==> src/rtl/jt51_kon_pkg.sv <==
// Shared constants for the JT51 key-on sequencer: slot count,
// operator order within a channel and key-on mask bit mapping.
package jt51_kon_pkg;

    localparam int KON_SLOTS = 32;

    // Operator order inside the slot index {op, ch}
    localparam logic [1:0] OP_M1 = 2'd0;
    localparam logic [1:0] OP_M2 = 2'd1;
    localparam logic [1:0] OP_C1 = 2'd2;
    localparam logic [1:0] OP_C2 = 2'd3;

    // Key-on mask bit -> operator. Mask order is M1,C1,M2,C2,
    // which differs from the slot order M1,M2,C1,C2.
    function automatic logic [1:0] mask_bit_op(input logic [1:0] b);
        logic [1:0] op;
        case (b)
            2'd0:    op = OP_M1;
            2'd1:    op = OP_C1;
            2'd2:    op = OP_M2;
            default: op = OP_C2;
        endcase
        return op;
    endfunction

endpackage

==> src/rtl/jt51_kon_slotmap.sv <==
// Expands a {channel, operator mask} key-on write into slot vectors.
// Ports: i_ch/i_mask in; o_set = slots to key on, o_clr = all 4
// slots of the channel (cleared before o_set is applied).
module jt51_kon_slotmap
    import jt51_kon_pkg::*;
(
    input  logic [2:0]           i_ch,
    input  logic [3:0]           i_mask,
    output logic [KON_SLOTS-1:0] o_set,
    output logic [KON_SLOTS-1:0] o_clr
);

    always_comb begin
        logic [4:0] v_idx;
        o_set = '0;
        o_clr = '0;
        v_idx = '0;
        for (int b = 0; b < 4; b++) begin
            v_idx        = {mask_bit_op(2'(b)), i_ch};
            o_set[v_idx] = i_mask[b];
            o_clr[v_idx] = 1'b1;
        end
    end

endmodule

==> src/rtl/jt51_kon_seq.sv <==
// JT51 key-on sequencer: one pending key-on write applied atomically at
// frame start, serialised per slot as keyon_o/slot_o for the EG.
// Ports: clk, rst (sync, active-high), cen, zero (slot 0 marker),
// kon_we/kon_ch/kon_mask/kon_rdy (write handshake), csm_tick,
// keyon_o, slot_o. Optional composite sine mode: macro JT51_CSM_EN.
module jt51_kon_seq
    import jt51_kon_pkg::*;
(
    input  logic       clk,
    input  logic       rst,
    input  logic       cen,
    input  logic       zero,
    input  logic       kon_we,
    input  logic [2:0] kon_ch,
    input  logic [3:0] kon_mask,
    output logic       kon_rdy,
    input  logic       csm_tick,
    output logic       keyon_o,
    output logic [4:0] slot_o
);

    logic [KON_SLOTS-1:0] r_state;
    logic                 r_pend_v;
    logic [2:0]           r_pend_ch;
    logic [3:0]           r_pend_mask;
    logic [4:0]           r_slot;
    logic                 r_keyon;

    logic [KON_SLOTS-1:0] w_set;
    logic [KON_SLOTS-1:0] w_clr;
    logic [KON_SLOTS-1:0] w_state_nx;
    logic [4:0]           w_slot_nx;
    logic                 w_accept;
    logic                 w_fstart;
    logic                 w_apply;
    logic                 w_csm_on;

    jt51_kon_slotmap u_map (
        .i_ch   (r_pend_ch),
        .i_mask (r_pend_mask),
        .o_set  (w_set),
        .o_clr  (w_clr)
    );

    // A full pending slot blocks new writes, so accept and apply
    // can never coincide.
    assign w_accept = kon_we & ~r_pend_v;
    assign w_fstart = cen & zero;
    assign w_apply  = w_fstart & r_pend_v;

    // The new state is visible from slot 0 of the frame that starts
    // on the apply edge.
    assign w_state_nx = w_apply ? ((r_state & ~w_clr) | w_set)
                                : r_state;
    assign w_slot_nx  = zero ? 5'd0 : r_slot + 5'd1;

`ifdef JT51_CSM_EN
    logic r_csm_arm;
    logic r_csm_act;
    logic w_csm_start;
    logic w_frame_end;

    assign w_csm_start = w_fstart & r_csm_arm;
    // The CSM frame ends at the next frame boundary, whether that is
    // a zero marker or the natural 31->0 wrap.
    assign w_frame_end = cen & (zero | (r_slot == 5'd31));
    assign w_csm_on    = w_csm_start | (r_csm_act & ~w_frame_end);

    // Ticks while armed or active fold into the one event.
    always_ff @(posedge clk) begin
        if (rst) begin
            r_csm_arm <= 1'b0;
            r_csm_act <= 1'b0;
        end else begin
            if (w_csm_start)
                r_csm_arm <= 1'b0;
            else if (csm_tick & ~r_csm_act)
                r_csm_arm <= 1'b1;
            if (w_csm_start)
                r_csm_act <= 1'b1;
            else if (w_frame_end)
                r_csm_act <= 1'b0;
        end
    end
`else
    logic w_unused_csm;
    assign w_unused_csm = csm_tick;
    assign w_csm_on     = 1'b0;
`endif

    always_ff @(posedge clk) begin
        if (rst) begin
            r_state     <= '0;
            r_pend_v    <= 1'b0;
            r_pend_ch   <= '0;
            r_pend_mask <= '0;
            r_slot      <= '0;
            r_keyon     <= 1'b0;
        end else begin
            if (w_accept) begin
                r_pend_v    <= 1'b1;
                r_pend_ch   <= kon_ch;
                r_pend_mask <= kon_mask;
            end else if (w_apply) begin
                r_pend_v <= 1'b0;
            end
            if (cen) begin
                r_state <= w_state_nx;
                r_slot  <= w_slot_nx;
                r_keyon <= w_csm_on | w_state_nx[w_slot_nx];
            end
        end
    end

    assign kon_rdy = ~r_pend_v;
    assign keyon_o = r_keyon;
    assign slot_o  = r_slot;

endmodule
==> config.mk <==
export PLATFORM = sky130hd
export DESIGN_NAME = jt51_kon_seq
export DESIGN_NICKNAME = d
export VERILOG_FILES = /design/src/rtl/jt51_kon_pkg.sv /design/src/rtl/jt51_kon_slotmap.sv /design/src/rtl/jt51_kon_seq.sv
export SDC_FILE = /design/constraint.sdc
export NUM_CORES = 1
export LEC_CHECK = 0
export BUFFER_PORTS_ARGS = -buffer_cell sky130_fd_sc_hd__buf_4
export CAP_MARGIN = 20
export CORE_MARGIN = 1.5
export CORE_UTILIZATION = 52
export DETAILED_ROUTE_END_ITERATION = 8
export GPL_TIMING_DRIVEN = 0
export PLACE_DENSITY = 0.71
export SLEW_MARGIN = 20
export SYNTH_ARGS = -nofsm -noshare
export SYNTH_HDL_FRONTEND = slang
export SYNTH_SLANG_ARGS = --single-unit
==> constraint.sdc <==
create_clock -name clk -period 3.1 [get_ports clk]
set_clock_uncertainty 0.05 [all_clocks]
set_input_delay 0 -clock clk [delete_from_list [all_inputs] [get_ports clk]]
set_output_delay 0 -clock clk [all_outputs]
set_load 0.01 [all_outputs]
== Word level (Yosys, flattened, before mapping) ==
Index checks and enable logic that the tools add are counted.

* Register bits: 46
* Latch bits: 0
* Bits in writable memories: 0
* ROM bits: 0
* Input port bits: 13
* Output and inout bits: 7
* Logic and storage cells: 49
* Memories: 0

* Add/sub/neg operators: 1
* $mul: 0
* Divide/modulo/power cells: 0
* Order comparisons: 9
* Equal/unequal tests: 0
* Shift-type cells: 0
* Multiplexer cells: 17
* Bitwise gates (word level): 11
* Reductions and logical operators: 5

{| class="wikitable"
|+ Operators with widths
! cell !! number
|-
| $bwmux 32 || 3
|-
| $or 32x32->32 || 2
|-
| $and 32x32->32 || 1
|-
| $and 32x8->32 || 1
|-
| $mux 32 || 1
|-
| $not 32->32 || 1
|-
| $or 32x16->32 || 1
|-
| $or 8x24->24 || 1
|-
| $lt 5x6->1 const B || 3
|-
| $demux 1 s3 || 4
|-
| $ge 5x1->1 const B || 2
|-
| $mux 1 || 7
|-
| $lt 3x6->1 const B || 1
|-
| $lt 4x6->1 const B || 1
|-
| $add 5x1->5 const B || 1
|-
| $bmux 1 s5 || 1
|-
| $mux 5 || 1
|-
| $ge 4x1->1 const B || 1
|-
| $logic_and 1x1->1 || 4
|-
| $and 1x1->1 || 3
|-
| $ge 3x1->1 const B || 1
|-
| $reduce_bool 2->1 || 1
|-
| $not 1->1 || 1
|}

== Logic depth before layout (Yosys ltp) ==
Gate-level depths: netlist (run 1).

* Depth after elaboration: 13
* Gate-level depth with buffers: 8
* Mapped depth without buffers: 7

== By module ==
A second synthesis (run 1) with hierarchy kept.

* Cells, all modules: 340
* Area, all modules: 2931.6 sq um

{| class="wikitable"
|+ By module, submodules not included
! module !! instances !! cells an instance !! area an instance (sq um) !! seq. area each (sq um)
|-
| jt51_kon_seq || 1 || 264 || 2260.9 || 920.9
|-
| jt51_kon_slotmap || 1 || 76 || 670.6 || 0.0
|}

== Worst setup path after synthesis (run 1) ==
Ideal clock, no wire load.

* Kind: register to register
* Start point: register r_pend_v
* End point: register r_keyon (netlist: keyon_o)
* Setup time: 137 ps
* Arrival time: 1639 ps
* Required time: 2913 ps
* Slack: 1274 ps
* Cell stages (with the launch flop): 8
* Path buffers: 1
* Period minus slack after synthesis: 1826 ps
* Cell sequence: dfxtp_1 and4bb_1 buf_6 nand2_4 mux2_1 o22ai_1 a2111oi_1 a211oi_2

* Cells in the longest elaborated chain, start to end: 4

{| class="wikitable"
|+ Ends and longest elaborated chain
! element !! RTL line !! text
|-
| start: declaration || jt51_kon_seq.sv:23 || <nowiki>logic r_pend_v;</nowiki>
|-
| start signal: assignment || jt51_kon_seq.sv:94 || <nowiki>r_pend_v <= 1'b0;</nowiki>
|-
| start signal: assignment || jt51_kon_seq.sv:101 || <nowiki>r_pend_v <= 1'b1;</nowiki>
|-
| start signal: assignment || jt51_kon_seq.sv:105 || <nowiki>r_pend_v <= 1'b0;</nowiki>
|-
| $and 1x1->1 || jt51_kon_seq.sv:49 || <nowiki>assign w_apply = w_fstart & r_pend_v;</nowiki>
|-
| $mux 32 || jt51_kon_seq.sv:53 || <nowiki>assign w_state_nx = w_apply ? ((r_state & ~w_clr) | w_set)</nowiki>
|-
| $bmux 1 s5 || jt51_kon_seq.sv:110 || <nowiki>r_keyon <= w_csm_on | w_state_nx[w_slot_nx];</nowiki>
|-
| $mux 1 (not written as such) || jt51_kon_seq.sv:110 ||
|-
| end signal: assignment || jt51_kon_seq.sv:110 ||
|-
| end: declaration || jt51_kon_seq.sv:27 || <nowiki>logic r_keyon;</nowiki>
|}

Every way passes these cells. The select of a mux whose other input is x is not followed.
A chain may end at the register's enable or synchronous reset.

== Final worst setup path (run 1) ==
* Start point: register r_slot[0] (netlist: slot_o[0])
* End point: register r_keyon (netlist: keyon_o)

* Cells in the longest elaborated chain, start to end: 4

{| class="wikitable"
|+ Ends and longest elaborated chain
! element !! RTL line !! text
|-
| start: declaration || jt51_kon_seq.sv:26 || <nowiki>logic [4:0] r_slot;</nowiki>
|-
| start signal: assignment || jt51_kon_seq.sv:109 || <nowiki>r_slot <= w_slot_nx;</nowiki>
|-
| $add 5x1->5 || jt51_kon_seq.sv:55 || <nowiki>assign w_slot_nx = zero ? 5'd0 : r_slot + 5'd1;</nowiki>
|-
| $mux 5 || jt51_kon_seq.sv:55 ||
|-
| $bmux 1 s5 || jt51_kon_seq.sv:110 ||
|-
| $mux 1 (not written as such) || jt51_kon_seq.sv:110 ||
|}

Every way passes these cells. The select of a mux whose other input is x is not followed.

==> results of run 1 <==
-- layer usage --
layer	vias up	part of all wire, %	wire, um	track usage [%]
met1	951	47	2783	35.08
li1	1018	-	-	-
met5	-	0	0	0
met3	15	7.5	443	4.986
met4	0	2.7	161	9.853
met2	74	43	2551	37.28
-- cells in the final DEF, fill, tap and decap left out, drive strengths merged, types with 2 or more instances in the layout --
cell type    netlist  final
a2111oi            3      3
a211oi             3      3
a21oi             18     18
a31oi              2      2
buf                9     25
clkbuf            12     17
clkinv             0      2
dfxtp             46     46
dlygate4sd3        0      7
inv                4      4
mux2               3      3
mux2i             29     29
nand2             14     14
nand2b             6      6
nand3              7      7
nand4b             2      2
nor2              56     56
nor2b              4      4
nor3               6      6
o211ai             4      4
o21a               2      2
o21ai             13     13
o221ai             2      2
o22ai              2      2
o311ai             2      2
o32ai              3      3
xnor2              2      2
xor2               2      2
-- report_power, final --
| group | internal (W) | switching (W) |
|---|---|---|
| clock | 0.000238 | 0.000211 |
| sequential | 0.000600 | 0.0000109 |
| combinational | 0.0000679 | 0.0000947 |
| total | 0.000906 | 0.000316 |
-- registers in the layout, indices dropped and copies added (netlist names) --
signal       cells
r_pend_mask      4
r_state         32
r_pend_v         1
r_pend_ch        3
slot_o           5
keyon_o          1
-- worst max-delay path, cell delays in order (launching register included) --
cell	delay, ns
dfxtp_1	0.35
ha_1	0.25
xnor2_1	0.41
nor2_1	0.20
o21ai_0	0.14
o22ai_1	0.11
a2111oi_1	0.50
a211oi_2	0.05
-- repair_timing --
item / 4_1_cts / 5_1_grt
setup endpoints to repair: 0 / 0
hold buffers: 7 / 0
endpoints found under the hold margin: 7 / 0
resized for setup: 0 / 0
-- cell families (layout without fill, tap and decap cells) --
group           Yosys count  in the layout  share of synthesized area [%]
mux                      32             32                          13.46
buf+inv                  25             56                          5.873
fa+ha+maj                 1              1                         0.5197
flops                    46             46                          38.25
simple gates            101            101                          22.97
compound gates           62             62                          17.46
xor+xnor                  4              4                          1.456
-- cell type report --
type,count,area [um^2],area share [%]
Multi-Input combinational cell,200,1345,48.53
Sequential cell,46,920.9,33.23
Timing Repair Buffer,23,190.2,6.862
Buffer,21,126.4,4.560
Clock buffer,5,68.82,2.483
Tap cell,52,65.06,2.348
Clock inverter,3,40.04,1.445
Inverter,4,15.01,0.5418
-- stage by stage --
step	cell area (um^2)	util [%]
after floorplan	2407	-
after global placement	2592	58.73
after detailed placement	2592	58.73
after CTS	2771	62.78
after global routing	2771	62.78
final	2771	62.78
-- worst max path at each step --
stage / cells past startpoint / start / endpoint / slack, ns
2_1_floorplan: 7 / r_pend_v$_SDFFE_PP0P_ / keyon_o$_SDFFE_PP0P_ / 1.27
3_3_place_gp: 7 / slot_o[0]$_SDFFE_PP0P_ / keyon_o$_SDFFE_PP0P_ / 0.95
3_5_place_dp: 7 / slot_o[0]$_SDFFE_PP0P_ / keyon_o$_SDFFE_PP0P_ / 0.97
4_1_cts: 7 / slot_o[0]$_SDFFE_PP0P_ / keyon_o$_SDFFE_PP0P_ / 0.95
5_1_grt: 7 / slot_o[0]$_SDFFE_PP0P_ / keyon_o$_SDFFE_PP0P_ / 0.77
6_report: 7 / slot_o[0]$_SDFFE_PP0P_ / keyon_o$_SDFFE_PP0P_ / 0.92
==> impl_metrics.json, run 1 <==
{
  "outcome": "finished clean",
  "power.density_nw_per_um2": 440.9,
  "clock_latency_ns": 0.31,
  "post_cts_buffers": 0,
  "cp-end-kind": "flop",
  "pin_count": 20,
  "max_clock_freq_ghz": 0.4595,
  "hold_viol": 0,
  "layout_min_cycle_time_ns": 2.176,
  "grt_max_degree": 15,
  "die_h_um": 71.04,
  "ys_types": 52,
  "vias": 2058,
  "ys.warnings.count": 0,
  "postSynthCellCount": 271,
  "reg2reg_depth": 7,
  "period_share_pct": 70.20,
  "synthesis.nets": 285,
  "grt_pass1_wl_um": 9708,
  "hp-start": "rst",
  "cp_data_arrival_time_ns": 2.31,
  "overflow": 0,
  "wirelength_um": 5939,
  "cts_tree": "yes",
  "synth.most_common_cell": "nor2_1",
  "clockRootBuffer": "clkbuf_8",
  "reg2reg_to": "keyon_o$_SDFFE_PP0P_",
  "die_w_um": 71.04,
  "synth.avg_cell_area_um2": 8.883,
  "ir_worst_vdd_v": 0.0002892,
  "drv_slew": 0,
  "hold_depth": 2,
  "place.gp.congestion": 1.013,
  "crit_fanout": 5,
  "dp_slack_ns": 0.9654,
  "synth_top_cell_by_area": "dfxtp_1",
  "tns_ns": 0,
  "dr.pass1.iters": 4,
  "layout-drive-gt1-share_pct": 15.56,
  "finalNonFillerCells": 354,
  "rsz0062_at_grt": "false",
  "path_class": "flop to flop",
  "ys_seq_elements": 46,
  "clockBufferDepth": 2,
  "setup_viol": 0,
  "yosysTopAreaCellShare_pct": 38.25,
  "htreeDepth": 2,
  "clkTransAtPathRegs_ns": 0.09,
  "critPathRequiredTime_ns": 3.24,
  "core-area_um2": 4414,
  "nFillCells": 381,
  "r2r_setup_slack_ns": 0.92,
  "p_leak_nw": 1.022,
  "grt_antenna_before_repair": 0,
  "worst_pin_slew_ns": 0.7347,
  "rows": 24,
  "grt.total_usage_pct": 24.84,
  "dieArea_um2": 5047,
  "synth_area_leaders": "dfxtp_1 38%, mux2i_1 12%, nor2_1 8.0%",
  "holdWs_ns": 0.04022,
  "synth_flop_cell": "dfxtp_1",
  "hold_end": "r_state[0]$_SDFFE_PP0P_",
  "rr_startpoint": "slot_o[0]$_SDFFE_PP0P_",
  "cts.sinks": 46,
  "slew_headroom_pct": 51.02,
  "total_power_w": 0.001222,
  "netlist_area_um2": 2407,
  "critical_path.startpoint_type": "flop",
  "drv_cap": 0,
  "worst_slack_ns": 0.9237,
  "cts-buffers-inserted": 5,
  "routed_via_density": 5.814,
  "nets": 315,
  "synthArstFlopShare_pct": 0,
  "drtIter0Drc": 83,
  "grt_pass1_vias": 1907,
  "min_path_type": "input pin to flop",
  "diodes": 0,
  "area.growth.synth_to_final_pct": 15.12,
  "post-dp-hpwl_um": 4144,
  "portBuffers": 16,
  "drcViolationCount": 0,
  "initial_core_util_pct": 54.54,
  "ant_nets": 0,
  "yosysSeqAreaShare_pct": 38.25,
  "wl_per_cell_um": 16.78,
  "placed_cells": 339,
  "synthTopCellsByCount": "51 x nor2_1, 46 x dfxtp_1, 29 x mux2i_1",
  "synth_edf_count": 0
}
No activity file was read; power rests on OpenSTA's default activity.
==> run 2, diff against run 1 <==
Settings changed: ABC_AREA set to 1.
Clock period 3.1 ns to 2.1 ns, I/O delays scaled along.
==> run 2 against run 1 <==
Compared with the run above:
- routed wire length shrank 1.7%
- synthesized cell count is 17% higher
- worst hold slack improved by 0.020 ns
- die area down 6.0%
- sequential power increased by 52%
- critical endpoint unchanged
- largest cell class unchanged
- highest routed layer unchanged
==> impl_metrics.json, run 2 <==
{
  "rsz0062_at_grt": "false",
  "netlist_area_um2": 2256,
  "drv_slew": 0,
  "wl_per_cell_um": 14.66,
  "wirelength_um": 5836,
  "ys_types": 21,
  "largest_register": "r_state",
  "hp-start": "rst",
  "area.growth.synth_to_final_pct": 17.19,
  "slew_headroom_pct": 63.39,
  "synth_edf_count": 0,
  "clkTransAtPathRegs_ns": 0.08,
  "crit_top_cell": "nand3_1",
  "clockRootBuffer": "clkbuf_8",
  "period_share_pct": 89.40,
  "synth_area_leaders": "dfxtp_1 41%, nand3_1 12%, nand2_1 10%",
  "rows": 23,
  "cts.sinks": 46,
  "synthTopCellsByCount": "60 x nand2_1, 56 x nand3_1, 46 x dfxtp_1",
  "setup_viol": 0,
  "clock_latency_ns": 0.31,
  "htreeDepth": 2,
  "synthesis.nets": 330,
  "core-area_um2": 4086,
  "largest_register_ffs": 32,
  "die_w_um": 68.87,
  "grt_max_degree": 14,
  "reg2reg_depth": 12,
  "ir_worst_vdd_v": 0.0005376,
  "power.density_nw_per_um2": 709.8,
  "diodes": 0,
  "yosysTopAreaCellShare_pct": 40.82,
  "synth_top_cell_by_area": "dfxtp_1",
  "pin_count": 20,
  "postSynthCellCount": 316,
  "worst_pin_slew_ns": 0.5492,
  "dieArea_um2": 4742,
  "slowest_delay_ns": 0.41,
  "dr.pass1.iters": 4,
  "crit_buf_inv": 3,
  "ff_latch_area_um2": 920.9,
  "utilization_pct": 64.70,
  "path_class": "flop to flop",
  "r2r_setup_slack_ns": 0.22,
  "crit_start": "slot_o[0]$_SDFFE_PP0P_",
  "die_h_um": 68.87,
  "multiInputGateArea_um2": 1125,
  "worst_slack_ns": 0.2227,
  "min_path_type": "input pin to flop",
  "nets": 362,
  "cp_data_arrival_time_ns": 2.03,
  "final_cell_mix": "60 x nand2_1, 56 x nand3_1, 46 x dfxtp_1",
  "cts_tree": "yes",
  "holdWs_ns": 0.05990,
  "crit_chain": "clkinv_1, nand2_2, buf_6, nand3_1, nand3_1, nand3_1, nand3_1, nand2_1, nand2_1, nand3_1, nand2_1, inv_1",
  "rr_startpoint": "slot_o[0]$_SDFFE_PP0P_",
  "ys.warnings.count": 0,
  "synth.most_common_cell": "nand2_1",
  "clockBufferDepth": 2,
  "total_power_w": 0.001877,
  "dp_slack_ns": 0.1881,
  "hold_end": "r_state[7]$_SDFFE_PP0P_",
  "ys_seq_elements": 46,
  "hold_depth": 2,
  "nFillCells": 381,
  "critical_path.startpoint_type": "flop",
  "grt_antenna_before_repair": 0,
  "cp_top_family": "simple AND/OR/NAND/NOR gates",
  "cp-end-kind": "flop",
  "portBuffers": 17,
  "routed_via_density": 5.427,
  "drtIter0Drc": 156,
  "synth_flop_cell": "dfxtp_1",
  "final_common_cell": "nand2_1",
  "ant_nets": 0,
  "overflow": 0,
  "vias": 2160,
  "hold_viol": 0,
  "reg2reg_to": "keyon_o$_SDFFE_PP0P_",
  "grt_pass1_vias": 1919,
  "p_leak_nw": 1.135,
  "drcViolationCount": 0,
  "initial_core_util_pct": 55.21,
  "grt_pass1_wl_um": 9349,
  "drv_cap": 0,
  "layout_min_cycle_time_ns": 1.877,
  "synthArstFlopShare_pct": 0,
  "critPathRequiredTime_ns": 2.26,
  "outcome": "finished clean",
  "cp_slowest_cell": "dfxtp_1",
  "post-dp-hpwl_um": 4277,
  "crit_fanout": 10,
  "synth.avg_cell_area_um2": 7.139,
  "place.gp.congestion": 0.8898,
  "post_cts_buffers": 0,
  "cts-buffers-inserted": 5,
  "max_clock_freq_ghz": 0.5327,
  "layout-drive-gt1-share_pct": 10.92,
  "grt.total_usage_pct": 27.58,
  "yosysSeqAreaShare_pct": 40.82,
  "tns_ns": 0
}
run 2: cell types whose count changed after synthesis, sizes merged, moves of 15 or more:
cell,change
nand2,+50
mux2i,-29
a211oi,+15
inv,+29
nor2,-23
nand3,+49
run 2: metal layers:
layer | wire length [um] | share of wire [%] | vias to the layer above | global-route usage [%]
li1 | - | - | 1120 | -
met1 | 2667 | 46 | 963 | 38.48
met2 | 2707 | 46 | 67 | 42.55
met3 | 350 | 6.0 | 10 | 4.870
met4 | 110 | 1.9 | 0 | 10.29
met5 | 0 | 0 | - | 0
run 2: worst max path at each step:
| stage | to | slack, ns | depth (start not counted) |
|---|---|---|---|
| floorplan | keyon_o$_SDFFE_PP0P_ | 0.42 | 12 |
| global placement | keyon_o$_SDFFE_PP0P_ | 0.21 | 12 |
| detailed placement | keyon_o$_SDFFE_PP0P_ | 0.19 | 12 |
| CTS | keyon_o$_SDFFE_PP0P_ | 0.16 | 12 |
| global route | keyon_o$_SDFFE_PP0P_ | 0.05 | 12 |
| finish | keyon_o$_SDFFE_PP0P_ | 0.22 | 12 |
run 2: final cells by class:
class	count	share of cell area [%]
inverters	34	4.827
clock inverters	1	1.136
plain buffers	12	3.313
repair buffers	25	7.856
clock buffers	6	3.124
flip-flops and latches	46	34.83
well taps	50	2.366
multi-input cells	224	42.55
run 2: power by group:
group	total, W	internal (W)	switching [W]
Combinational	0.000269	0.000105	0.000164
Sequential	0.000927	0.000895	0.0000321
Clock	0.000681	0.000381	0.000300
Total	0.00188	0.00138	0.000496
run 2: logic make-up after synthesis:
| logic type | after synthesis | synth area share [%] |
|---|---|---|
| AOI/OAI and AO/OA | 57 | 14.64 |
| adders and majority gates | 1 | 0.5545 |
| buffers and inverters | 46 | 9.539 |
| DFF | 46 | 40.82 |
| and+or+nand+nor | 166 | 34.44 |
run 2: repair_timing:
action | CTS | global route
resized for setup | 0 | 1
hold buffers | 8 | 0
setup endpoints to repair | 0 | 1
endpoints found under the hold margin | 8 | 0
run 2: stage by stage:
stage | cells | instance area (um^2)
finish | 398 | 2644
global placement | 383 | 2446
floorplan | 316 | 2256
detailed placement | 383 | 2446
global route | 398 | 2644
CTS | 398 | 2639
==> run 3, diff against run 2 <==
Settings changed: PLACE_DENSITY 0.71 to unset, PLACE_DENSITY_LB_ADDON set to 0.05.
==> run 3 against run 2 <==
Compared with the run above:
- sequential cell count is the same
- maximum frequency is essentially flat
- worst setup slack is essentially flat
- combinational power is essentially flat
- critical path type unchanged
- first-iteration DRC count grew 12%
- die area is the same
- global-route usage shrank 1.2 points
- clock-buffer cell count is the same
- clock power shrank 1%
- critical path depth is the same
- power shrank 0.58%
==> impl_metrics.json, run 3 (synthesized netlist as in run 2, its figures left out) <==
{
  "diodes": 0,
  "sw_frac_of_total_pct": 26.02,
  "clockBufferDepth": 2,
  "ff_latch_area_um2": 920.9,
  "rows": 23,
  "power.density_nw_per_um2": 705.7,
  "htreeDepth": 2,
  "crit_buf_inv": 3,
  "post-dp-hpwl_um": 4319,
  "clockRootBuffer": "clkbuf_8",
  "routed_via_density": 5.523,
  "final_common_cell": "nand2_1",
  "area.growth.synth_to_final_pct": 17.19,
  "p_leak_nw": 1.135,
  "portBuffers": 17,
  "path_class": "flop to flop",
  "wirelength_um": 5708,
  "grt_pass1_wl_um": 8921,
  "nets": 362,
  "max_clock_freq_ghz": 0.5327,
  "largest_register_ffs": 32,
  "clockPowerShare_pct": 36.0,
  "cell_internal_pwr_w": 0.001380,
  "multiInputGateArea_um2": 1125,
  "power_frac_seq_pct": 49.6,
  "overflow": 0,
  "grt_pass1_vias": 1865,
  "pin_count": 20,
  "crit_chain": "clkinv_1, nand2_2, buf_6, nand3_1, nand3_1, nand3_1, nand3_1, nand2_1, nand2_1, nand3_1, nand2_1, inv_1",
  "cp_data_arrival_time_ns": 2.03,
  "p_sw_w": 0.0004854,
  "dr.pass1.iters": 5,
  "period_share_pct": 89.39,
  "final_cell_mix": "60 x nand2_1, 56 x nand3_1, 46 x dfxtp_1",
  "finalNonFillerCells": 398,
  "clock_latency_ns": 0.30,
  "drtIter0Drc": 175,
  "drcViolationCount": 0,
  "cp_slowest_cell": "dfxtp_1",
  "placed_cells": 383,
  "cts.sinks": 46,
  "clkTransAtPathRegs_ns": 0.08,
  "nFillCells": 382,
  "die_h_um": 68.87,
  "wl_per_cell_um": 14.34,
  "outcome": "finished clean",
  "slew_headroom_pct": 61.45,
  "ant_nets": 0,
  "min_path_type": "input pin to flop",
  "hold_viol": 0,
  "drv_cap": 0,
  "cts_tree": "yes",
  "rsz0062_at_grt": "false",
  "cts-buffers-inserted": 5,
  "ir_worst_vdd_v": 0.0004783,
  "critPathRequiredTime_ns": 2.25,
  "slowest_delay_ns": 0.40,
  "pwr-share-comb_pct": 14.4,
  "largest_register": "r_state",
  "vias": 2198,
  "tns_ns": 0,
  "layout-drive-gt1-share_pct": 10.92,
  "critical_path.startpoint_type": "flop",
  "grt_max_degree": 14,
  "initial_core_util_pct": 55.21,
  "setup_viol": 0,
  "crit_fanout": 10,
  "die_w_um": 68.87,
  "cp_top_family": "simple AND/OR/NAND/NOR gates",
  "cp-end-kind": "flop",
  "crit_top_cell": "nand3_1",
  "place.gp.congestion": 0.9274,
  "core-area_um2": 4086,
  "dieArea_um2": 4742,
  "worst_pin_slew_ns": 0.5782,
  "drv_slew": 0,
  "grt.total_usage_pct": 26.40,
  "utilization_pct": 64.70,
  "grt_antenna_before_repair": 0,
  "post_cts_buffers": 0,
  "layout_min_cycle_time_ns": 1.877
}
==> run 3: cell counts in the layout (fill, tap and decap cells not counted) <==
Identical to the previous run, type by type.
==> run 3: per-layer routing <==
metal / GRT usage, % / part of all wire [%] / vias to the layer above
met2: 41.71 / 45 / 68
met4: 11.27 / 3.1 / 0
met3: 5.195 / 6.1 / 14
met5: 0 / 0 / -
li1: - / - / 1119
met1: 35.04 / 45 / 997
==> run 3: power groups by stage <==
stage	clock network [W]	logic [W]	registers [W]
floorplan	0	0.000172	0.000940
global placement	0	0.000252	0.000946
detailed placement	0	0.000254	0.000946
CTS	0.000685	0.000267	0.000925
global route	0.000711	0.000300	0.000930
finish	0.000671	0.000269	0.000926
==> run 3: final cells by class <==
cell class | instances | share of cell area, %
Buffer | 12 | 3.313
Sequential cell | 46 | 34.83
Timing Repair Buffer | 25 | 7.856
Clock inverter | 1 | 1.136
Inverter | 34 | 4.827
Clock buffer | 6 | 3.124
Multi-Input combinational cell | 224 | 42.55
Tap cell | 50 | 2.366
==> run 3: what timing repair did <==
action                                 4_1_cts  5_1_grt
endpoints found under the hold margin        8        0
hold buffers                                 8        0
setup endpoints to repair                    0        1
gates resized for setup                      0        1
==> run 3: worst paths after layout <==
path                                 start                        to  slack, ns  cells past startpoint
hold / removal                         rst   r_state[1]$_SDFFE_PP0P_       0.06                      2
hold reg to reg   r_state[26]$_SDFFE_PP0P_  r_state[26]$_SDFFE_PP0P_       0.43                      2
setup reg to reg    slot_o[0]$_SDFFE_PP0P_      keyon_o$_SDFFE_PP0P_       0.22                     12
setup / recovery    slot_o[0]$_SDFFE_PP0P_      keyon_o$_SDFFE_PP0P_       0.22                     12
==> run 3: worst register-to-register path: stages, from the launching register on <==
cell	delay (ns)
dfxtp_1	0.40
clkinv_1	0.26
nand2_2	0.25
buf_6	0.18
nand3_1	0.10
nand3_1	0.10
nand3_1	0.08
nand3_1	0.08
nand2_1	0.05
nand2_1	0.05
nand3_1	0.07
nand2_1	0.06
inv_1	0.04
==> run 3: stage by stage <==
stage	setup slack, ns	instance area [um^2]	power, W	hold slack, ns
after CTS	0.1812	2639	0.001877	0.04426
final	0.2228	2644	0.001866	0.05738
after detailed placement	0.2076	2446	0.001200	0.2370
after floorplan	0.4243	2256	0.001112	0.1094
after global routing	0.03535	2644	0.001940	0.06269
after global placement	0.2175	2446	0.001197	0.2301
